<file path="config.mk">
export PLATFORM = sky130hd
export DESIGN_NAME = ps2_rx_fifo
export DESIGN_NICKNAME = d
export VERILOG_FILES = /design/src/rtl/ps2_rx_fifo.sv
export SDC_FILE = /design/constraint.sdc
export NUM_CORES = 1
export LEC_CHECK = 0
export CAP_MARGIN = 20
export CORE_ASPECT_RATIO = 1.1
export CORE_MARGIN = 2
export CORE_UTILIZATION = 57
export CTS_CLUSTER_DIAMETER = 50
export DETAILED_ROUTE_END_ITERATION = 16
export PLACE_DENSITY = 0.81
export SLEW_MARGIN = 20
export SYNTH_ARGS = -nofsm -noshare
export SYNTH_HDL_FRONTEND = slang
export SYNTH_SLANG_ARGS = --single-unit
</file>
<file path="constraint.sdc">
create_clock -name clk -period 3.45 [get_ports clk]
set_clock_uncertainty 0.1 [all_clocks]
set_input_delay 0.5175 -clock clk [delete_from_list [all_inputs] [get_ports clk]]
set_output_delay 0.5175 -clock clk [all_outputs]
set_load 0.02 [all_outputs]
</file>
<file path="src/rtl/ps2_rx_fifo.sv">
// PS/2 device-to-host receiver feeding a show-ahead receive FIFO.
// Raw ps2_clk/ps2_data are synchronised, framed into checked bytes, guarded by
// an inter-edge watchdog, and buffered for a ready/nextdata_n pop handshake.
module ps2_rx_fifo #(
  parameter int DEPTH       = 8,
  parameter int TIMEOUT_CYC = 25000
) (
  input  logic       clk,
  input  logic       clrn,
  input  logic       ps2_clk,
  input  logic       ps2_data,
  input  logic       nextdata_n,
  output logic [7:0] data,
  output logic       ready,
  output logic       overflow,
  output logic       frame_err
);

  localparam int AW = $clog2(DEPTH);
  localparam int TW = $clog2(TIMEOUT_CYC) + 1;
  localparam logic [TW-1:0] WD_LAST = TW'(TIMEOUT_CYC - 1);

  // Start bit low, odd parity over data+parity, stop bit high.
  function automatic logic frame_ok(input logic [9:0] sh, input logic stop_bit);
    return (sh[0] == 1'b0) && (^sh[9:1] == 1'b1) && (stop_bit == 1'b1);
  endfunction

  logic clk_s0, clk_s1, clk_s2;
  logic data_s0, data_s1, data_s2;

  logic [3:0]    bitcnt;
  logic [9:0]    shreg;
  logic [TW-1:0] wd_cnt;

  logic [AW:0]   wr_ptr, rd_ptr;
  logic [7:0]    mem [DEPTH];

  logic fall, frame_done, frame_good, timeout, frame_bad;
  logic empty, full, pop, push;

  // Synchroniser: identical 3-flop chains keep clock and data aligned.
  always_ff @(posedge clk or negedge clrn) begin
    if (!clrn) begin
      clk_s0  <= 1'b0;
      clk_s1  <= 1'b0;
      clk_s2  <= 1'b0;
      data_s0 <= 1'b0;
      data_s1 <= 1'b0;
      data_s2 <= 1'b0;
    end else begin
      clk_s0  <= ps2_clk;
      clk_s1  <= clk_s0;
      clk_s2  <= clk_s1;
      data_s0 <= ps2_data;
      data_s1 <= data_s0;
      data_s2 <= data_s1;
    end
  end

  // data_s2 completes the matched chain but the bit is taken one stage early.
  logic unused_data_s2;
  assign unused_data_s2 = data_s2;

  assign fall       = clk_s2 & ~clk_s1;
  assign frame_done = fall && (bitcnt == 4'd10);
  assign frame_good = frame_done && frame_ok(shreg, data_s1);
  // A real edge always wins over an expiring watchdog in the same cycle.
  assign timeout    = !fall && (bitcnt != 4'd0) && (wd_cnt == WD_LAST);
  assign frame_bad  = (frame_done && !frame_good) || timeout;

  // Frame receiver: shift one bit per falling edge, wrap after the stop bit.
  always_ff @(posedge clk or negedge clrn) begin
    if (!clrn) begin
      bitcnt <= 4'd0;
      shreg  <= 10'd0;
    end else if (fall) begin
      shreg  <= {data_s1, shreg[9:1]};
      bitcnt <= (bitcnt == 4'd10) ? 4'd0 : bitcnt + 4'd1;
    end else if (timeout) begin
      bitcnt <= 4'd0;
    end
  end

  // Watchdog: counts idle cycles between edges while a frame is open.
  always_ff @(posedge clk or negedge clrn) begin
    if (!clrn) begin
      wd_cnt <= '0;
    end else if (fall || bitcnt == 4'd0) begin
      wd_cnt <= '0;
    end else if (wd_cnt != WD_LAST) begin
      wd_cnt <= wd_cnt + TW'(1);
    end
  end

  assign empty = (wr_ptr == rd_ptr);
  assign full  = (wr_ptr[AW-1:0] == rd_ptr[AW-1:0]) && (wr_ptr[AW] != rd_ptr[AW]);
  assign ready = ~empty;
  assign pop   = ~nextdata_n & ready;
  // A pop in the same cycle frees the slot the push needs.
  assign push  = frame_good && (!full || pop);

  // FIFO pointers, sticky overflow and the frame error pulse.
  always_ff @(posedge clk or negedge clrn) begin
    if (!clrn) begin
      wr_ptr    <= '0;
      rd_ptr    <= '0;
      overflow  <= 1'b0;
      frame_err <= 1'b0;
    end else begin
      if (push) wr_ptr <= wr_ptr + 1'b1;
      if (pop)  rd_ptr <= rd_ptr + 1'b1;
      if (frame_good && !push) overflow <= 1'b1;
      frame_err <= frame_bad;
    end
  end

  // Storage array; contents need no reset since pointers gate visibility.
  always_ff @(posedge clk) begin
    if (push) mem[wr_ptr[AW-1:0]] <= shreg[8:1];
  end

  assign data = ready ? mem[rd_ptr[AW-1:0]] : 8'h00;

endmodule
</file>
==> results of run 1 <==
layout make-up:
type,instances,area (um2)
Sequential cell,109,3050
Fill cell,603,2800
Multi-Input combinational cell,196,1510
Timing Repair Buffer,23,208
Tap cell,108,135
Clock buffer,9,124
Clock inverter,7,78.8
Inverter,5,18.8
worst max-delay path, stage by stage (launching register included):
cell             delay, ns
dfrtp_1               0.90
xnor2_1               0.15
nand3_1               0.15
nor2_1                0.06
buf_4                 0.18
nor2_1                0.13
clkdlybuf4s50_1       0.61
worst max-delay path by stage:
stage | from | to | slack [ns] | depth (start not counted)
after floorplan | shreg[3] | mem[1][0] | 0.44 | 5
after global placement | rd_ptr[1] | mem[4][5] | 0.66 | 5
after detailed placement | rd_ptr[1] | mem[4][7] | 0.51 | 5
after CTS | rd_ptr[1] | data[7] | 0.19 | 6
after global routing | rd_ptr[1] | data[6] | 0.12 | 6
final | rd_ptr[1] | data[7] | 0.28 | 6
power breakdown:
| group | internal [mW] | total, mW | switching, mW |
|---|---|---|---|
| Clock | 0.347 | 0.787 | 0.441 |
| Sequential | 1.50 | 1.67 | 0.167 |
| Combinational | 0.540 | 1.05 | 0.508 |
| Total | 2.39 | 3.50 | 1.12 |
metal layers:
metal / part of all wire / vias to the layer above
li1: - / 1213
met1: 0.44 / 1289
met2: 0.51 / 43
met3: 0.027 / 13
met4: 0.019 / 0
met5: 0 / -
flip-flops by register name, indices dropped and copies added, names as in the netlist:
register	count
mem	64
data_s0	1
bitcnt	4
overflow	1
clk_s1	1
frame_err	1
clk_s0	1
rd_ptr	4
wd_cnt	16
clk_s2	1
data_s1	1
wr_ptr	4
shreg	10
metrics by stage:
| step | setup WS (ns) | power [mW] | hold WS, ns | util |
|---|---|---|---|---|
| final | 0.284 | 3.50 | 0.0340 | 0.647 |
| after global routing | 0.121 | 3.69 | 0.0810 | 0.647 |
| after CTS | 0.191 | 3.54 | 0.225 | 0.646 |
| after detailed placement | 0.513 | 2.76 | 0.239 | 0.621 |
| after global placement | 0.662 | 2.73 | 0.234 | 0.621 |
| after floorplan | 0.443 | 2.41 | 0.122 | - |
kinds of logic after synthesis:
group	Yosys count
flops	109
fa+ha+maj	6
simple gates	116
mux	27
buf+inv	19
compound gates	18
xor+xnor	29
placed cells by master, fill, tap and decap left out, types with 5 or more instances in the layout:
master,n
edfxtp_1,64
dfrtp_1,45
nand2_1,40
nor2_1,29
xor2_1,17
mux4_2,16
nand3_1,15
clkdlybuf4s50_1,14
xnor2_1,11
o21ai_0,9
clkbuf_8,9
buf_4,9
mux2i_1,8
ha_1,6
inv_1,5
a21oi_1,5
==> flow_summary_export.csv, run 1 <==
group,metric,value,unit
clock_tree,ctsHtreeMaxLevel,3,
routing,vias,2558,
synth,post_synth_xor_area_fraction,0.0579,
clock_tree,cts_setup_buffers,0,
timing,hold_violations,0,
place,placedCellCount,441,
clock_tree,sinks_on_the_clock_net,109,
setup_path,worst-setup-path-type,"flip-flop to primary output",
synth,post_synth_and_or_nand_nor_area_fraction,0.125,
clock_tree,cts-hold-fix-buffers,0,
layout,stdcell_count,457,
clock_tree,insertion_delay,0.36,ns
setup_path,worst_r2r_endpoint,"mem[5][1]",
worst_hold_path,hold_path_class,"input pin to async pin",
grt,grt_pass1_vias,2595,
clock_tree,tritoncts_clock_tree,"built",
routing,drc,0,
timing,setup-violations-final,0,
synth,synth_seq_area_share,0.659,
routing,drtIter0Drc,119,
floorplan,die_height,98.5,um
clock_tree,post_cts.resized_instances,0,
place,detail_placement_hpwl,5130,um
timing,fmaxAchievable,316,MHz
setup_path,path_max_fanout,20,
timing,setup_tns,0,ns
synth,adder_cell_share_of_the_synthesized_area,0.0162,
synth,net_count_synth,335,
setup_path,worstSetupEndpointType,"primary output",
place,placed_cell_area,4910,um2
grt,met3_usage,0.0275,
clock_tree,cts_inserted_buffers,9,
routing,postRouteAntennaNets,0,
timing,drv_slew,0,
synth,synthDistinctLibCells,41,
synth,cell_types_occupying_the_most_area_after_synthesis,"edfxtp_1, dfrtp_1, mux4_2",
routing,detailedRoute.firstPassIterationCount,4,
setup_path,cp_data_required_time,2.83,ns
grt,global_route_met1_usage,0.248,
timing,crit_path_time_final,3.17,ns
synth,yosysWarningCount,0,
layout,diodes,0,
floorplan,core_footprint,7910,um2
synth,yosysMostFrequentCell,"edfxtp_1",
flow_run,maxCapViolations,0,
clock_tree,clk_path_buf_depth,2,
floorplan,number_of_placed_i_o_pins,16,
floorplan,row_count,34,
synth,synth_compound_gate_area_share,0.0219,
grt,maximum_number_of_pins_on_one_net_before_global_route_repair,46,
setup_path,worst_ep_arrival_time,2.55,ns
synth,netlist_area,4630,um2
layout,drive_above_1_share,0.143,
place,port_buffers,15,
grt,grt_use_total,0.190,
clock_tree,clock_tree.root_cell,"clkbuf_8",
routing,route.detailed.vias_per_inst,5.60,
synth,synth.top_cells.by_count,"edfxtp_1, dfrtp_1, nand2_1, nor2_1, xor2_1",
routing,wl,7790,um
synth,synth_cells,324,
synth,synthMuxAreaShare,0.103,
setup_path,reg2reg_from,"rd_ptr[1]",
grt,globalRoute.totalOverflow,0,
routing,wire_per_inst,17.1,um
layout,final_design_area_no_fill,5120,um2
clock_tree,clkSlewWorstSetupHoldPaths,0.11,ns
synth,synthesis.area_per_instance,14.3,um2
floorplan,start_util,0.585,
grt,grt_first_pass_wirelength,13000,um
synth,ys_async_sr_fraction,0.413,
power,pwr_density_cell,684,nW/um2
grt,antenna_found_initial,0,
synth,synth_largest_type_area_fraction,0.415,
synth,yosys.area.top_type,"edfxtp_1",
floorplan,dieArea,8850,um2
timing,rsz0062_at_grt,"no",
timing,max_slew.worst_pin.slew,0.833,ns
floorplan,dieWidth,89.9,um
grt,top_usage_layer,"met2",
setup_path,regToRegSetupSlack,0.59,ns
synth,main_flop_type_after_synthesis,"edfxtp_1",
place,place.gp.congestion,0.792,
timing,relSlewSlack,0.445,
synth,synth_top_family_by_area,"simple AND/OR/NAND/NOR gates",
grt,grt.met2_usage,0.329,
synth,postSynthRegisterBits,109,
layout,syn_to_final_growth,10.6,%
synth,number_of_enable_type_register_cells_in_the_synthesized_netlist,64,
timing,fin_crit_sh,0.918,
power,total_leakage_power,2.02,nW
setup_path,startpoint_type,"flip-flop",
status,outcome,"finished, final reports clean",
setup_path,reg2reg_depth,5,
power,ir_worst_vdd,0.000410,V
layout,final_nets,355,
(Power assumes the default switching activity.)
==> inputs of run 2 (changes only) <==
--- a/config.mk
+++ b/config.mk
@@ -8,10 +8,10 @@
 export CAP_MARGIN = 20
 export CORE_ASPECT_RATIO = 1.1
 export CORE_MARGIN = 2
-export CORE_UTILIZATION = 57
+export CORE_UTILIZATION = 55
 export CTS_CLUSTER_DIAMETER = 50
 export DETAILED_ROUTE_END_ITERATION = 16
-export PLACE_DENSITY = 0.81
+export PLACE_DENSITY = 0.79
 export SLEW_MARGIN = 20
 export SYNTH_ARGS = -nofsm -noshare
 export SYNTH_HDL_FRONTEND = slang
==> run 2 against run 1 <==
Against the previous run:
- sequential power about the same
- design area is 0.34% lower
- sequential cell count unchanged
==> flow_summary_export.csv, run 2 (synthesis results as in run 1) <==
group,metric,value,unit
status,outcome,"finished, final reports clean",
timing,relSlewSlack,0.442,
place,detail_placement_hpwl,5080,um
clock_tree,clk_path_buf_depth,2,
layout,final_nets,355,
power,p_seq_frac,0.486,
floorplan,dieWidth,91.4,um
layout,diodes,0,
setup_path,startpoint_type,"flip-flop",
routing,wire_per_inst,17.0,um
floorplan,die_height,100,um
place,place.gp.congestion,0.784,
floorplan,core_footprint,8280,um2
power,ir_worst_vdd,0.000268,V
timing,rsz0062_at_grt,"no",
layout,mostFrequentLayoutCells,"edfxtp_1, dfrtp_1, nand2_1",
power,combinationalPowerShare,0.304,
flow_run,maxCapViolations,0,
layout,multiInputGateArea,1510,um2
floorplan,dieArea,9160,um2
routing,wl,7820,um
layout,syn_to_final_growth,10.3,%
power,total_leakage_power,2.01,nW
clock_tree,sinks_on_the_clock_net,109,
layout,n_fill_cell,609,
grt,antenna_found_initial,0,
layout,final_design_area_no_fill,5100,um2
layout,ff_latch_area,3050,um2
routing,vias,2558,
timing,crit_path_time_final,3.21,ns
setup_path,cp_data_required_time,2.83,ns
clock_tree,tritoncts_clock_tree,"built",
worst_hold_path,hold_path_class,"input pin to async pin",
layout,postLayoutCoreUtil,0.616,
clock_tree,ctsHtreeMaxLevel,3,
layout,drive_above_1_share,0.140,
grt,grt_first_pass_wirelength,13200,um
setup_path,worst_ep_arrival_time,2.59,ns
place,port_buffers,15,
power,pwr_density_cell,673,nW/um2
routing,drc,0,
power,cell_internal_power,2.33,mW
grt,globalRoute.totalOverflow,0,
timing,hold_violations,0,
grt,grt_pass1_vias,2610,
setup_path,worstSetupEndpointType,"primary output",
layout,layout.cells.most_common,"edfxtp_1",
place,placed_cell_area,4920,um2
timing,fin_crit_sh,0.930,
clock_tree,cts_setup_buffers,0,
timing,drv_slew,0,
routing,drtIter0Drc,141,
clock_tree,cts_inserted_buffers,9,
floorplan,start_util,0.559,
setup_path,worst-setup-path-type,"flip-flop to primary output",
clock_tree,cts-hold-fix-buffers,0,
clock_tree,clkSlewWorstSetupHoldPaths,0.11,ns
clock_tree,post_cts.resized_instances,0,
power,power_switching,1.10,mW
setup_path,path_max_fanout,20,
timing,setup_tns,0,ns
grt,maximum_number_of_pins_on_one_net_before_global_route_repair,46,
power,total_power,3.43,mW
floorplan,row_count,35,
routing,postRouteAntennaNets,0,
floorplan,number_of_placed_i_o_pins,16,
power,pwr-share-clk,0.209,
grt,grt_use_total,0.188,
routing,route.detailed.vias_per_inst,5.56,
layout,largest_register_ff_count,64,
routing,detailedRoute.firstPassIterationCount,4,
timing,max_slew.worst_pin.slew,0.838,ns
timing,fmaxAchievable,312,MHz
clock_tree,insertion_delay,0.37,ns
clock_tree,clock_tree.root_cell,"clkbuf_8",
timing,setup-violations-final,0,
power,power.switching_fraction,0.321,
run 2: cell count changes in the layout (fill, tap and decap cells not counted):
| cell | delta |
|---|---|
| inv_4 | +1 |
| clkinv_4 | -1 |
| inv_6 | -1 |
| clkinvlp_4 | +1 |
| clkinv_2 | -1 |
| clkbuf_1 | +1 |
| clkbuf_8 | +1 |
| bufinv_16 | -1 |
run 2: area by class of cell:
type | count | share of cell area
well taps | 111 | 0.0272
clock buffers | 11 | 0.0277
clock inverters | 5 | 0.00785
multi-input cells | 196 | 0.295
inverters | 5 | 0.00368
flip-flops and latches | 109 | 0.598
repair buffers | 23 | 0.0407
run 2: per-layer routing:
metal	wire, um	share of wire	track usage	vias up
met1	3310	0.42	0.243	1282
met4	172	0.022	0.0758	0
met2	4060	0.52	0.323	55
met3	279	0.036	0.0278	13
li1	-	-	-	1208
met5	0	0	0	-
run 2: critical path: stages, from the launching register on:
cell and delay [ns]:
dfrtp_1 0.90, xnor2_1 0.16, nand3_1 0.16, nor2_1 0.06, buf_4 0.19, nor2_1 0.14
clkdlybuf4s50_1 0.61
run 2: path summary, 6_finish.rpt:
path,start,to,slack [ns],depth (start not counted)
max in group asynchronous,clrn,wd_cnt[15],2.82,1
worst min register to register,data_s0,data_s1,0.26,0
worst max-delay path,rd_ptr[1],data[2],0.24,6
worst max register to register,shreg[3],mem[4][6],0.55,5
worst min-delay path,clrn,rd_ptr[3],0.02,1
min in group clk,data_s0,data_s1,0.26,0
run 2: through the flow:
step / std cells / hold WS, ns / worst slack (ns)
final: 460 / 0.0207 / 0.241
after global routing: 460 / 0.0726 / 0.110
after CTS: 460 / 0.225 / 0.207
after detailed placement: 444 / 0.235 / 0.580
after global placement: 444 / 0.235 / 0.670
after floorplan: 324 / 0.122 / 0.443
run 2: power groups by stage:
stage	logic (mW)	registers [mW]	clock network, mW
finish	1.04	1.67	0.719
floorplan	0.802	1.61	0
CTS	1.06	1.67	0.724
global placement	1.04	1.69	0
global route	1.15	1.69	0.775
detailed placement	1.06	1.70	0
